**src/rtl/id_ex_stage.sv**
```systemverilog
// ID->EX pipeline register: captures regfile operands, immediate, PC and control,
// inserts a bubble on load-use hazards or flush, forwards MEM results, counts stalls.
module id_ex_stage #(
   parameter int unsigned XLEN  = 32,
   parameter int unsigned CTRLW = 8,
   parameter int unsigned CNTW  = 16
) (
   input  logic             clk,
   input  logic             rst_n,
   input  logic             id_valid,
   input  logic [XLEN-1:0]  id_pc,
   input  logic [4:0]       id_rs1addr,
   input  logic [4:0]       id_rs2addr,
   input  logic             id_rs1_used,
   input  logic             id_rs2_used,
   input  logic [4:0]       id_rdaddr,
   input  logic [XLEN-1:0]  rs1o,
   input  logic [XLEN-1:0]  rs2o,
   input  logic [XLEN-1:0]  id_imm,
   input  logic [CTRLW-1:0] id_ctrl,
   input  logic             id_regwr,
   input  logic             id_memrd,
   input  logic             id_memwr,
   input  logic             mem_regwr,
   input  logic [4:0]       mem_rdaddr,
   input  logic [XLEN-1:0]  mem_result,
   input  logic             flush,
   output logic             stall_if,
   output logic             ex_valid,
   output logic [XLEN-1:0]  ex_pc,
   output logic [XLEN-1:0]  ex_imm,
   output logic [XLEN-1:0]  ex_rs1val,
   output logic [XLEN-1:0]  ex_rs2val,
   output logic [4:0]       ex_rs1addr,
   output logic [4:0]       ex_rs2addr,
   output logic [4:0]       ex_rdaddr,
   output logic [CTRLW-1:0] ex_ctrl,
   output logic             ex_regwr,
   output logic             ex_memrd,
   output logic             ex_memwr,
   output logic [CNTW-1:0]  stall_cnt
);

   logic            hz;
   logic            rs1_match;
   logic            rs2_match;
   logic            fwd1;
   logic            fwd2;
   logic            bubble;
   logic            cnt_sat;
   logic [XLEN-1:0] rs1_fwd;
   logic [XLEN-1:0] rs2_fwd;

   // Load in EX whose rd is needed by ID: value not available until after MEM.
   always_comb begin
      rs1_match = id_rs1_used & (id_rs1addr == ex_rdaddr);
      rs2_match = id_rs2_used & (id_rs2addr == ex_rdaddr);
      hz        = ex_valid & ex_memrd & (ex_rdaddr != 5'd0) & id_valid &
                  (rs1_match | rs2_match);
   end

   assign stall_if = hz & ~flush;
   assign bubble   = flush | hz;

   // WB producers already land on rs*o (regfile writes on negedge), so only MEM is bypassed.
   always_comb begin
      fwd1    = mem_regwr & (mem_rdaddr != 5'd0) & (mem_rdaddr == id_rs1addr);
      fwd2    = mem_regwr & (mem_rdaddr != 5'd0) & (mem_rdaddr == id_rs2addr);
      rs1_fwd = fwd1 ? mem_result : rs1o;
      rs2_fwd = fwd2 ? mem_result : rs2o;
   end

   always_ff @(posedge clk or negedge rst_n) begin
      if (!rst_n) begin
         ex_valid   <= 1'b0;
         ex_pc      <= '0;
         ex_imm     <= '0;
         ex_rs1val  <= '0;
         ex_rs2val  <= '0;
         ex_rs1addr <= 5'd0;
         ex_rs2addr <= 5'd0;
         ex_rdaddr  <= 5'd0;
         ex_ctrl    <= '0;
         ex_regwr   <= 1'b0;
         ex_memrd   <= 1'b0;
         ex_memwr   <= 1'b0;
      end else if (bubble) begin
         // Data fields hold; only the qualifying bits are cleared.
         ex_valid <= 1'b0;
         ex_regwr <= 1'b0;
         ex_memrd <= 1'b0;
         ex_memwr <= 1'b0;
      end else begin
         ex_valid   <= id_valid;
         ex_pc      <= id_pc;
         ex_imm     <= id_imm;
         ex_rs1val  <= rs1_fwd;
         ex_rs2val  <= rs2_fwd;
         ex_rs1addr <= id_rs1addr;
         ex_rs2addr <= id_rs2addr;
         ex_rdaddr  <= id_rdaddr;
         ex_ctrl    <= id_ctrl;
         ex_regwr   <= id_regwr & id_valid;
         ex_memrd   <= id_memrd & id_valid;
         ex_memwr   <= id_memwr & id_valid;
      end
   end

   assign cnt_sat = &stall_cnt;

   always_ff @(posedge clk or negedge rst_n) begin
      if (!rst_n) begin
         stall_cnt <= '0;
      end else if (stall_if && !cnt_sat) begin
         stall_cnt <= stall_cnt + CNTW'(1);
      end
   end

endmodule

```
**config.mk**
```make
export PLATFORM = sky130hd
export DESIGN_NAME = id_ex_stage
export DESIGN_NICKNAME = d
export VERILOG_FILES = /design/src/rtl/id_ex_stage.sv
export SDC_FILE = /design/constraint.sdc
export NUM_CORES = 1
export LEC_CHECK = 0
export BUFFER_PORTS_ARGS = -buffer_cell sky130_fd_sc_hd__buf_2
export CORE_AREA = 2 2 144 146
export CTS_BUF_LIST = sky130_fd_sc_hd__clkbuf_4
export CTS_CLUSTER_SIZE = 16
export DETAILED_ROUTE_END_ITERATION = 10
export DIE_AREA = 0 0 146 148
export PLACE_DENSITY = 0.68
export SYNTH_ARGS = -nofsm -noshare
export SYNTH_HDL_FRONTEND = slang
export SYNTH_SLANG_ARGS = --single-unit
```
**constraint.sdc**
```tcl
create_clock -name clk -period 2.97 [get_ports clk]
set_input_delay 0.594 -clock clk [delete_from_list [all_inputs] [get_ports clk]]
set_output_delay 0.594 -clock clk [all_outputs]
set_load 0.02 [all_outputs]
```
==> results.py <==
metrics = {
    "run_status": {
        "status": "completed",
    },
    "logic_synthesis": {
        "syn_inst": 515,
        "ys_warn_count": 0,
        "synthXorXnorAreaFrac_pct": 3.91,
        "synth_compound_area_share_pct": 0.739,
        "avgSynthCellArea_um2": 14.8,
        "synth_area_um2": 7620,
        "synth-simple-area-share_pct": 4.84,
        "ys_types": 30,
        "synthArstFlopShare_pct": 100,
        "ys_seq_elements": 171,
        "synth_fa_ha_area_share_pct": 0.164,
        "synth_top_family_by_area": "multiplexers",
        "synth_edf_count": 0,
        "synth-seq-area-share_pct": 56.1,
        "synth_ff_type": "dfrtp_1",
        "muxShareOfSynthArea_pct": 32.1,
        "synth_nets": 714,
    },
    "clocking": {
        "clock_sinks": 171,
        "cts_resized": 0,
        "cts_tree": "built",
        "clk_pin_slew_ns": 0.15,
        "clkLatencyLatePin_ns": 0.55,
        "clockRootBuffer": "clkbuf_4",
        "cts_buffer_depth": 2,
        "htreeDepth": 4,
        "numCtsBuffers": 17,
    },
    "sta": {
        "fin_crit_sh_pct": 93.3,
        "final_max_slew_viol_count": 0,
        "tightest_slew_ns": 0.675,
        "finalSetupViolations": 0,
        "rsz0062_at_grt": "false",
        "fmax_mhz": 361,
        "period_minus_slack_ns": 2.77,
        "hold_viol": 0,
        "skew_ns": 0.0174,
        "fin_setup_tns_ns": 0,
        "slew_headroom_pct": 55.0,
    },
    "route": {
        "post_drt_wl_per_cell_um": 17.5,
        "dr_total_vias": 5682,
        "via_per_inst": 4.81,
        "ant_nets": 0,
        "drt-pass1-iter-count": 4,
        "post-route-drc-count": 0,
        "routed_wl_mm": 20.7,
        "drt_iter0_drc": 166,
    },
    "setup_path": {
        "path_cells": "or4_1 -> o2111ai_1 -> buf_4 -> nor3_1 -> buf_2",
        "rrSetupSlack_ns": 0.45,
        "cp_slowest_cell": "or4_1",
        "r2r-start": "ex_rdaddr[3]$_DFFE_PN0N_",
        "cp_max_fo": 5,
        "crit_arrival_ns": 2.18,
        "max_stage_delay_ns": 0.55,
        "crit_path_start_kind": "flop",
        "required_ns": 2.38,
        "critPathBufInv": 2,
        "cp_top_family": "simple AND/OR/NAND/NOR gates",
        "r2r_end": "ex_rs1val[27]$_DFFE_PN0N_",
        "crit_type": "reg -> out",
        "critPathCaptureType": "output port",
        "reg2reg_depth": 6,
    },
    "floorplanning": {
        "dieArea_um2": 21600,
        "fp.dieW_um": 146,
        "core_um2": 20000,
        "num_rows": 52,
        "initial_core_util_pct": 38.0,
        "boundaryPins": 370,
        "fp.dieH_um": 148,
    },
    "finish": {
        "layout-drive-gt1-share_pct": 67.0,
        "fin_nets": 1097,
        "postLayoutCoreUtil_pct": 51.1,
        "syn_to_final_growth_pct": 34.3,
    },
    "place": {
        "gp_congestion": 0.871,
        "io_buffers": 369,
        "place_hpwl_mm": 16.0,
    },
    "global_routing": {
        "grt_max_degree": 67,
        "grt_overflow_total": 0,
        "grt_use_met2_pct": 33.5,
        "use_met3_pct": 5.03,
        "grt_pass1_vias": 5805,
        "grt_first_pass_wirelength_mm": 31.9,
        "antenna_found_initial": 1,
        "track_usage_pct": 19.0,
        "grt-busiest-layer": "met2",
        "met1_usage_pct": 22.7,
    },
    "run": {
        "maxCapViolCount": 0,
    },
    "worst_hold_path": {
        "worstHoldPathCells": 2,
        "hold-path-endpoint": "ex_imm[9]$_DFFE_PN0N_",
        "holdCritStartpoint": "id_imm[9]",
        "min_path_type": "in -> reg",
    },
    "pwr": {
        "p_per_area_nw_per_um2": 516,
        "p_leak_uw": 0.00489,
        "ir_drop_mv": 0.230,
    },
}
how the worst max path moves through the flow:
stage | start | endpoint | slack (ns) | cells past startpoint
after floorplan | id_rs1addr[3] | stall_if | 0.59 | 5
after global placement | mem_rdaddr[1] | ex_rs1val[21]$_DFFE_PN0N_ | 0.40 | 7
after detailed placement | mem_rdaddr[1] | ex_rs1val[0]$_DFFE_PN0N_ | 0.37 | 7
after CTS | ex_rdaddr[3]$_DFFE_PN0N_ | stall_if | 0.11 | 5
after global routing | ex_rdaddr[0]$_DFFE_PN0N_ | stall_if | 0.02 | 5
final | ex_rdaddr[3]$_DFFE_PN0N_ | stall_if | 0.20 | 5
routing by layer:
layer	vias up	routed length [um]	share of wire (%)
met5	-	0	0
met4	0	371	1.8
met3	22	1320	6.4
met2	223	10700	52
met1	2803	8280	40
li1	2634	-	-
registers in the layout, summed over array words and instances (netlist names):
register    count
ex_rs2val      32
ex_rdaddr       5
ex_imm         32
ex_memrd        1
ex_pc          32
ex_memwr        1
ex_valid        1
ex_ctrl         8
ex_rs2addr      5
ex_rs1addr      5
ex_rs1val      32
stall_cnt      16
ex_regwr        1
stage by stage:
| step | cell area [um^2] | hold slack [ns] | instances | setup WS, ns | total power, uW |
|---|---|---|---|---|---|
| 2_1_floorplan | 7620 | 0.298 | 515 | 0.594 | 3320 |
| 3_3_place_gp | 9910 | 0.463 | 1148 | 0.402 | 3830 |
| 3_5_place_dp | 9910 | 0.469 | 1148 | 0.371 | 3850 |
| 4_1_cts | 10200 | 0.188 | 1180 | 0.113 | 5350 |
| 5_1_grt | 10200 | 0.170 | 1181 | 0.0185 | 5540 |
| 6_report | 10200 | 0.251 | 1181 | 0.200 | 5280 |
logic make-up after synthesis:
kind of cell	Yosys count
and+or+nand+nor	61
DFF	171
xor gates and xnor gates	34
AOI/OAI and AO/OA	6
buffers and inverters	25
adders and majority gates	1
muxes	217
cells in the final DEF, fill, tap and decap left out, types with 9 or more instances in the layout:
cell,netlist,layout
dfrtp_1,171,171
buf_4,5,11
xor2_1,15,15
nand4_1,9,9
buf_2,12,368
clkbuf_4,0,17
nand3_1,9,9
xnor2_1,19,19
mux2_1,30,30
mux2_2,187,187
synthesized netlist by cell type (5+ instances only):
| master | instances | area [um^2] |
|---|---|---|
| mux2_2 | 187 | 2110 |
| dfrtp_1 | 171 | 4280 |
| mux2_1 | 30 | 338 |
| xnor2_1 | 19 | 166 |
| xor2_1 | 15 | 131 |
| buf_2 | 12 | 60.1 |
| nand3_1 | 9 | 45.0 |
| nand4_1 | 9 | 56.3 |
| nor3_1 | 8 | 40.0 |
| nor4_1 | 8 | 50.1 |
| nand2_1 | 6 | 22.5 |
| buf_4 | 5 | 37.5 |
| buf_6 | 5 | 56.3 |
| nor2_1 | 5 | 18.8 |
area by class of cell:
cell class / count / area [um^2]
fillers: 1842 / 9800
flip-flops and latches: 171 / 4280
multi-input cells: 319 / 3200
repair buffers: 389 / 2110
well taps: 270 / 338
clock inverters: 14 / 185
clock buffers: 17 / 128
diodes: 1 / 2.50
report_power, final:
group | internal [uW] | switching, uW | total [uW]
registers | 2540 | 114 | 2660
logic | 509 | 628 | 1140
clock network | 600 | 886 | 1490
total | 3650 | 1630 | 5280
timing repair:
action / CTS / global route
hold endpoints to repair: 2 / 0
hold buffers: 1 / 0
setup buffers: 0 / 0
No activity file was read; power rests on OpenSTA's default activity.
